<file path="config.mk">
export PLATFORM = sky130hd
export DESIGN_NAME = lc3_fetch_queue
export DESIGN_NICKNAME = d
export VERILOG_FILES = /design/src/rtl/lc3_fetch_pkg.sv /design/src/rtl/lc3_fetch_fifo.sv /design/src/rtl/lc3_fetch_queue.sv
export SDC_FILE = /design/constraint.sdc
export NUM_CORES = 1
export LEC_CHECK = 0
export ABC_AREA = 1
export BUFFER_PORTS_ARGS = -buffer_cell sky130_fd_sc_hd__clkbuf_2
export CAP_MARGIN = 20
export CORE_MARGIN = 3
export CORE_UTILIZATION = 38
export CTS_BUF_LIST = sky130_fd_sc_hd__clkbuf_16
export DETAILED_ROUTE_END_ITERATION = 8
export PLACE_DENSITY = 0.56
export SETUP_SLACK_MARGIN = 0.5
export SLEW_MARGIN = 30
export SYNTH_ARGS = -nofsm -noshare
export SYNTH_HDL_FRONTEND = slang
export SYNTH_SLANG_ARGS = --single-unit
</file>
<file path="constraint.sdc">
create_clock -name clock -period 14.2 [get_ports clock]
set_clock_uncertainty 0.1 [all_clocks]
set_input_delay 2.84 -clock clock [delete_from_list [all_inputs] [get_ports clock]]
set_output_delay 2.84 -clock clock [all_outputs]
set_load 0.005 [all_outputs]
</file>
<file path="src/rtl/lc3_fetch_pkg.sv">
// Shared types for the LC3 instruction-fetch queue.
//   fetch_entry_t : one buffered fetch {instr, npc}
//   fetch_state_t : fetch request FSM states
//   LC3_RESET_PC  : architectural reset PC
//   pc_inc()      : 16-bit modulo PC increment
package lc3_fetch_pkg;

    localparam int unsigned XLEN = 16;

    localparam logic [XLEN-1:0] LC3_RESET_PC = 16'h3000;

    typedef struct packed {
        logic [XLEN-1:0] instr;
        logic [XLEN-1:0] npc;
    } fetch_entry_t;

    typedef enum logic [1:0] {
        IDLE = 2'd0,
        REQ  = 2'd1,
        DROP = 2'd2
    } fetch_state_t;

    // Wraps FFFF -> 0000.
    function automatic logic [XLEN-1:0] pc_inc(input logic [XLEN-1:0] a);
        return a + XLEN'(1);
    endfunction

endpackage

</file>
<file path="src/rtl/lc3_fetch_fifo.sv">
// Small circular FIFO of fetch entries feeding decode.
// Ports:
//   clock, reset : clock, async active-high reset
//   push, wdata  : enqueue one entry
//   pop          : dequeue the head entry
//   flush        : empty the FIFO; wins over push and pop
//   head         : entry at the read pointer, read straight from storage
//   count        : number of valid entries (0..DEPTH)
module lc3_fetch_fifo
    import lc3_fetch_pkg::*;
#(
    parameter int unsigned DEPTH = 4
) (
    input  logic                     clock,
    input  logic                     reset,
    input  logic                     push,
    input  logic                     pop,
    input  logic                     flush,
    input  fetch_entry_t             wdata,
    output fetch_entry_t             head,
    output logic [$clog2(DEPTH):0]   count
);

    localparam int unsigned PW = $clog2(DEPTH);
    localparam int unsigned CW = PW + 1;

    fetch_entry_t    mem [DEPTH];
    logic [PW-1:0]   wr_ptr;
    logic [PW-1:0]   rd_ptr;

    // Storage is reset so the head reads as zero out of reset.
    always_ff @(posedge clock or posedge reset) begin
        if (reset) begin
            mem    <= '{default: '0};
            wr_ptr <= '0;
            rd_ptr <= '0;
            count  <= '0;
        end else if (flush) begin
            wr_ptr <= '0;
            rd_ptr <= '0;
            count  <= '0;
        end else begin
            if (push) begin
                mem[wr_ptr] <= wdata;
                wr_ptr      <= wr_ptr + PW'(1);
            end
            if (pop) begin
                rd_ptr <= rd_ptr + PW'(1);
            end
            case ({push, pop})
                2'b10:   count <= count + CW'(1);
                2'b01:   count <= count - CW'(1);
                default: count <= count;
            endcase
        end
    end

    assign head = mem[rd_ptr];

endmodule

</file>
<file path="src/rtl/lc3_fetch_queue.sv">
// LC3 instruction-fetch stage: owns the PC, issues variable-latency
// imem reads over req/ack, buffers {instr, npc} for decode, and
// flushes on an execute redirect.
// Optional feature macro: LC3_FETCH_BYPASS_EN (zero-latency forward of
// imem data to decode when the FIFO is empty and decode is ready).
// Ports:
//   clock, reset         : clock, async active-high reset
//   br_taken, taddr      : one-cycle redirect and its target
//   imem_req, imem_addr  : fetch request, address held until ack
//   imem_ack, imem_dout  : response strobe and instruction
//   dec_valid/instr/npc  : FIFO head presented to decode
//   dec_ready            : decode accepts the head
//   pc                   : address of the next fetch
//   fill_level           : FIFO occupancy
module lc3_fetch_queue
    import lc3_fetch_pkg::*;
#(
    parameter int unsigned DEPTH    = 4,
    parameter logic [15:0] RESET_PC = LC3_RESET_PC
) (
    input  logic                    clock,
    input  logic                    reset,
    input  logic                    br_taken,
    input  logic [15:0]             taddr,
    output logic                    imem_req,
    output logic [15:0]             imem_addr,
    input  logic                    imem_ack,
    input  logic [15:0]             imem_dout,
    output logic                    dec_valid,
    output logic [15:0]             dec_instr,
    output logic [15:0]             dec_npc,
    input  logic                    dec_ready,
    output logic [15:0]             pc,
    output logic [$clog2(DEPTH):0]  fill_level
);

    localparam int unsigned CW  = $clog2(DEPTH) + 1;
    localparam int unsigned CW1 = CW + 1;

    fetch_state_t   state;
    fetch_state_t   state_d;
    logic [15:0]    pc_d;
    logic [15:0]    addr_d;
    logic           req_d;

    logic [CW-1:0]  count;
    fetch_entry_t   head;
    fetch_entry_t   wdata;

    logic           ack_live;
    logic           accept;
    logic           bypass;
    logic           push;
    logic           fifo_pop;
    logic [CW:0]    count_after;
    logic           room;

    // An ack only belongs to us while a live request is outstanding.
    assign ack_live = imem_ack && (state == REQ);
    assign accept   = ack_live && !br_taken;
    assign push     = accept && !bypass;
    assign fifo_pop = (count != '0) && dec_ready;
    assign wdata    = '{instr: imem_dout, npc: pc_inc(imem_addr)};

    // Occupancy after this cycle's push/pop decides whether to keep fetching.
    assign count_after = CW1'(count) + CW1'(push) - CW1'(fifo_pop);
    assign room        = count_after < CW1'(DEPTH);

`ifdef LC3_FETCH_BYPASS_EN
    assign bypass    = (count == '0) && accept && dec_ready;
    assign dec_valid = (count != '0) || bypass;
    assign dec_instr = bypass ? imem_dout : head.instr;
    assign dec_npc   = bypass ? pc_inc(imem_addr) : head.npc;
`else
    assign bypass    = 1'b0;
    assign dec_valid = (count != '0);
    assign dec_instr = head.instr;
    assign dec_npc   = head.npc;
`endif

    assign fill_level = count;

    lc3_fetch_fifo #(
        .DEPTH (DEPTH)
    ) u_fifo (
        .clock (clock),
        .reset (reset),
        .push  (push),
        .pop   (fifo_pop),
        .flush (br_taken),
        .wdata (wdata),
        .head  (head),
        .count (count)
    );

    // State register plus the registered request/PC outputs.
    always_ff @(posedge clock or posedge reset) begin
        if (reset) begin
            state     <= IDLE;
            pc        <= RESET_PC;
            imem_req  <= 1'b0;
            imem_addr <= RESET_PC;
        end else begin
            state     <= state_d;
            pc        <= pc_d;
            imem_req  <= req_d;
            imem_addr <= addr_d;
        end
    end

    // Next-state logic.
    always_comb begin
        state_d = state;
        case (state)
            IDLE: begin
                if (!br_taken && room) begin
                    state_d = REQ;
                end
            end
            REQ: begin
                if (br_taken) begin
                    // Same-cycle ack is simply dropped; otherwise wait it out.
                    state_d = imem_ack ? IDLE : DROP;
                end else if (imem_ack) begin
                    state_d = room ? REQ : IDLE;
                end
            end
            DROP: begin
                if (imem_ack) begin
                    state_d = IDLE;
                end
            end
            default: state_d = IDLE;
        endcase
    end

    // Output logic: next PC, request and address.
    always_comb begin
        pc_d   = pc;
        req_d  = (state_d != IDLE);
        addr_d = imem_addr;

        if (br_taken) begin
            pc_d = taddr;
        end else if (accept) begin
            pc_d = pc_inc(pc);
        end

        // Address only moves when a fresh request is launched.
        if ((state_d == REQ) && ((state == IDLE) || ack_live)) begin
            addr_d = pc_d;
        end
    end

endmodule

</file>
# Word-level counts from Yosys, hierarchy flattened

Index checks and enable logic that the tools add are counted.

$add $sub $neg: 8
Order comparisons: 4
Eq/ne operators: 5
Mux-type cells: 21
Bitwise operators: 3
Reductions and logical operators: 15

Operator list:

| kind                                                        | count |
|---|---|
| bitwise mux 128 bit                                         | 1 |
| 2-to-1 mux 32 bit                                           | 3 |
| binary-select mux 32 bit (select 2 bit)                     | 1 |
| demux 32 bit (select 2 bit)                                 | 1 |
| adder 16 x 1 -> 16 bit (second input constant)              | 2 |
| 2-to-1 mux 16 bit                                           | 2 |
| 2-to-1 mux 2 bit                                            | 9 |
| equality test 2 x 1 -> 1 bit (second input constant)        | 3 |
| >= comparator 3 bit (second input constant)                 | 2 |
| logical AND 1 bit                                           | 6 |
| inverter 2 -> 3 bit                                         | 2 |
| one-hot mux 2 bit (3 select lines)                          | 1 |
| one-hot mux 3 bit (2 select lines)                          | 1 |
| nonzero test 2 bit                                          | 3 |
| nonzero test 3 bit                                          | 2 |
| adder 2 x 1 -> 2 bit (second input constant)                | 2 |
| adder 3 x 1 -> 4 bit                                        | 1 |
| equality test 2 bit (second input constant)                 | 2 |
| less-than comparator 4 x 3 -> 1 bit (second input constant) | 1 |
| subtractor 4 x 1 -> 4 bit                                   | 1 |
| adder 3 x 1 -> 3 bit (second input constant)                | 1 |
| less-than comparator 3 x 1 -> 1 bit (second input constant) | 1 |
| 2-to-1 mux 3 bit                                            | 1 |
| subtractor 3 x 1 -> 3 bit (second input constant)           | 1 |
| 6 further kinds                                             | 6 |

Flip-flop bits (word level): 170
Input bits: 37
Output and inout port bits: 69
Word-level logic and storage cells: 71

# Longest topological paths before layout

Word-level depth: 12
Depth in mapped cells: 14
Mapped depth without buffers: 13

# Hierarchy

Synthesis repeated with hierarchy kept, for this count alone.

Cells, all modules: 989
Area total of the unflattened synthesis: 8459.4 sq um

Modules (own cells, without submodules):

| module          | times used | cells an instance | area an instance (sq um) | seq. area each (sq um) |
|---|---|---|---|---|
| lc3_fetch_fifo  | 1          | 677               | 6143.4                   | 3378.2 |
| lc3_fetch_queue | 1          | 312               | 2316.0                   | 880.8 |

# Worst setup path before layout

OpenSTA, ideal clock, no wires.

Kind: input port to flip-flop
Start: in imem_ack
End: reg u_fifo.count[2]
Setup time: 133 ps
Arrival time: 4080 ps
Data required time: 13967 ps
Path slack: 9887 ps
Stages on the path: 10
Path buffers: 0
Cell sequence: nand2_2 -> nor2_4 -> nand2_4 -> inv_4 -> nor2_1 -> fa_1 -> xor2_1 -> xor2_1 -> nand3_1 -> o21ai_0

Word-level cells in the longest chain between the ends: 5
Elaborated cells on any way between the ends: 7
Classes of those cells: eq/ne: 2; mux: 2; reduce/logical: 3

RTL lines:

| item                                                                | line                  | source |
|---|---|---|
| start: declaration                                                  | lc3_fetch_queue.sv:27 | `input logic imem_ack,` |
| logical AND 1 bit *                                                 | lc3_fetch_queue.sv:59 | `assign ack_live = imem_ack && (state == REQ);` |
| logical AND 1 bit *                                                 | lc3_fetch_queue.sv:60 | `assign accept = ack_live && !br_taken;` |
| equality test 2 x 1 -> 1 bit or equality test 2 bit (tied branches) | lc3_fetch_fifo.sv:50  | `case ({push, pop})` |
| one-hot mux 3 bit (2 select lines)                                  | lc3_fetch_fifo.sv:50  |  |
| 2-to-1 mux 3 bit                                                    | lc3_fetch_fifo.sv:38  | `end else if (flush) begin` |
| end signal: assignment                                              | lc3_fetch_fifo.sv:51  | `2'b10: count <= count + CW'(1);` |
| end signal: assignment                                              | lc3_fetch_fifo.sv:52  | `2'b01: count <= count - CW'(1);` |
| end signal: assignment                                              | lc3_fetch_fifo.sv:53  | `default: count <= count;` |
| end: declaration                                                    | lc3_fetch_fifo.sv:21  | `output logic [$clog2(DEPTH):0] count` |

Mark *: on every way between the ends. The rest lies on a longest branch, timed or not.
A chain may end at the register's enable or synchronous reset.

# Final worst setup path

Start: reg u_fifo.rd_ptr[1]
End: out dec_npc[8]

Word-level cells in the longest chain between the ends: 4

RTL lines:

| item                                                 | line                  | source |
|---|---|---|
| start: declaration                                   | lc3_fetch_fifo.sv:29  | `logic [PW-1:0] rd_ptr;` |
| start signal: assignment                             | lc3_fetch_fifo.sv:48  | `rd_ptr <= rd_ptr + PW'(1);` |
| inverter 2 -> 3 bit (not written as such)            | lc3_fetch_fifo.sv:58  | `assign head = mem[rd_ptr];` |
| binary-select mux 32 bit (select 2 bit)              | lc3_fetch_fifo.sv:58  |  |
| 2-to-1 mux 32 bit (not written as such) (2 in a row) | lc3_fetch_fifo.sv:58  |  |
| end: declaration                                     | lc3_fetch_queue.sv:31 | `output logic [15:0] dec_npc,` |

Every way passes these cells. The select of a mux whose other input is x is not followed.

==> metrics.md <==
| Metric | Value |
|---|---|
| Layout area overhead | `15.3%` |
| Outcome | `completed` |
| Place WS | `8.50 ns` |
| Post-Synthesis Net Count | `1072` |
| Final worst-path cycle share | `0.364` |
| Final setup viols | `0` |
| Vias | `6944` |
| Port-buffer cells | `105` |
| Worst Hold Path EP | `u_fifo.mem[72]$_DFFE_PP0P_` |
| Asr flop ratio synth | `1.00` |
| CTS root buf | `clkbuf_16` |
| WL final | `21500 µm` |
| Final ANT Viol Nets | `0` |
| Flop and latch count out of synthesis | `170` |
| WHS | `0.377 ns` |
| GRT Total Usage | `0.185` |
| Top post-synthesis cells by area | `dfrtp_1 50%, nand2_1 14%, o21ai_0 9.1%` |
| Peak VDD IR | `0.0000784 V` |
| Layout cells sized above 1 | `0.179` |
| Post-synth top area share | `0.502` |
| Total power | `1.65 mW` |
| Cell taking the most area after synthesis | `dfrtp_1` |
| CP Launch Type | `register` |
| Fin crit period | `5.17 ns` |
| Sequential share of the synthesized area | `0.515` |
| Worst slew pin tran | `0.709 ns` |
| Mapped Cells | `1026` |
| Post-CTS Resized | `0` |
| Rows | `53` |
| HP Class | `register to register` |
| I/O pin total | `106` |
| Syn Std Cell Area | `8270 µm²` |
| Hold Vio Cnt, Final | `0` |
| First-pass GRT wire length | `35400 µm` |
| Final worst slack | `9.03 ns` |
| EDFF count, synth | `0` |
| Fin util | `0.449` |
| Total gr overflow | `0` |
| Iteration count of the initial detailed-routing pass | `5` |
| Starting Density | `0.390` |
| Final net count | `1153` |
| Crit Path Max Fanout | `34` |
| Clock buffer depth | `2` |
| Static leakage | `4.87 nW` |
| Total CTS buffers | `17` |
| Diodes inserted | `0` |
| Final setup TNS | `0 ns` |
| Reg-to-reg slack, setup | `11.80 ns` |
| RSZ-0062 raised after global routing | `no` |
| Dpl hpwl | `14100 µm` |
| Synth Warn # | `0` |
| Avg Inst Size Synth | `8.06 µm²` |
| Fmax | `194 MHz` |
| Crit path kind | `register to output port` |
| Hold path depth | `2` |
| Hold path start | `u_fifo.mem[72]$_DFFE_PP0P_` |
| Die width | `154 µm` |
| Required @ worst endpoint | `11.26 ns` |
| Initial antenna violation count | `0` |
| Max-Cap Viols | `0` |
| Initial DRC count | `409` |
| Crit Reg-Reg Endpoint | `imem_addr[11]$_DFFE_PP0P_` |
| Die Area | `23600 µm²` |
| Clock transition at the registers of the reported paths | `0.07 ns` |
| Via/cell ratio | `4.98` |
| Slowest-stage cell, CP | `dfrtp_2` |
| Setup Buffers After CTS | `0` |
| GP Congestion | `0.807` |
| Worst Path Arrival | `2.23 ns` |
| Number of global-route vias before repair | `6755` |
| Cells along the critical path | `inv_2 > o21ai_0 > o22ai_1 > clkbuf_2` |
| Hold buffer count at CTS | `0` |
| TritonCTS clock tree | `done` |
| Worst r2r src | `u_fifo.count[1]$_DFFE_PP0P_` |
| Core ar. | `21200 µm²` |
| Clk_lat worst skew | `0.43 ns` |
| Max incr delay on CP | `0.64 ns` |
| Count leader, synth | `nand2_1` |
| H-tree depth | `4` |
| Residual DRC | `0` |
| Largest net degree at the start of global routing | `70` |
| Slew Viols, Final | `0` |
| Cells on worst reg2reg path | `13` |
| Count of cell types in the netlist | `39` |
| CTS Sinks | `170` |
| Synth cell count leaders | `318 x nand2_1, 166 x dfrtp_1, 151 x o21ai_0, 93 x nor2_1, 66 x inv_1` |
| PD cells | `173 nW/µm²` |
| Die height | `154 µm` |
| CP Capture Type | `output port` |
| Headroom to the max-slew limit | `0.528` |
| Ys flop type | `dfrtp_1` |
| WL per Instance | `15.4 µm` |
==> how the worst max path moves through the flow <==
| stage | start | end | cells after the start |
|---|---|---|---|
| floorplan | reset | imem_addr[0]$_DFFE_PP0P_ | 1 |
| global placement | br_taken | u_fifo.mem[110]$_DFFE_PP0P_ | 8 |
| detailed placement | br_taken | u_fifo.mem[106]$_DFFE_PP0P_ | 8 |
| CTS | br_taken | u_fifo.mem[107]$_DFFE_PP0P_ | 8 |
| global route | u_fifo.rd_ptr[1]$_DFFE_PP0P_ | dec_npc[5] | 4 |
| finish | u_fifo.rd_ptr[1]$_DFFE_PP0P_ | dec_npc[8] | 4 |
==> routing by layer <==
| metal | up-vias | wire (µm) | global-route usage |
|---|---|---|---|
| met5 | - | 0 | 0 |
| met4 | 0 | 211 | 0.0412 |
| met3 | 19 | 1050 | 0.0372 |
| met2 | 180 | 9960 | 0.299 |
| met1 | 3254 | 10200 | 0.260 |
| li1 | 3491 | - | - |
==> layout by cell type (no fill, tap or decap), types with 5 or more instances in the layout <==
cell type / count
a21oi_1: 5
clkbuf_16: 17
clkbuf_2: 105
clkinv_1: 5
clkinv_2: 5
dfrtp_1: 164
ha_1: 8
inv_1: 63
inv_2: 7
nand2_1: 314
nand2_2: 5
nand3_1: 26
nand4_1: 7
nor2_1: 93
o21ai_0: 151
o21ai_1: 16
o21ai_2: 14
o22ai_1: 32
or2_2: 10
xnor2_1: 8
xor2_1: 11
==> metrics by stage <==
step / cells / area (µm²)
2_1_floorplan: 1026 / 8270
5_1_grt: 1395 / 9540
4_1_cts: 1395 / 9520
3_3_place_gp: 1363 / 8990
3_5_place_dp: 1363 / 9000
6_report: 1395 / 9540
==> kinds of logic after synthesis <==
logic type	Yosys count	share of synthesized area
fa+ha+maj	9	0.0145
flops	170	0.515
xor+xnor	21	0.0240
buf+inv	125	0.0600
simple gates	480	0.241
compound gates	221	0.146
==> state kept, by name, summed over array words and instances, names as in the netlist <==
signal / flops
imem_addr: 16
imem_req: 1
pc: 16
state: 2
u_fifo.count: 3
u_fifo.mem: 128
u_fifo.rd_ptr: 2
u_fifo.wr_ptr: 2
==> cell type report <==
cell class	instances	area, µm²
clock buffers	17	425
well taps	275	344
flip-flops and latches	170	4260
clock inverters	15	103
fillers	2191	11700
repair buffers	110	567
multi-input cells	731	3540
inverters	77	299
==> power by group <==
group          internal [mW]  leakage, nW  total, mW  switching [mW]
logic                  0.203         2.37      0.526           0.323
clock network          0.223        0.253      0.424           0.201
registers              0.595         2.25      0.697           0.102
==> critical path, delay by kind of cell (launching register included) <==
kind / cells / cell delay (ns)
buffers and inverters: 2 / 0.73
DFF: 1 / 0.64
AOI/OAI and AO/OA: 2 / 0.43
(Power assumes the default switching activity.)
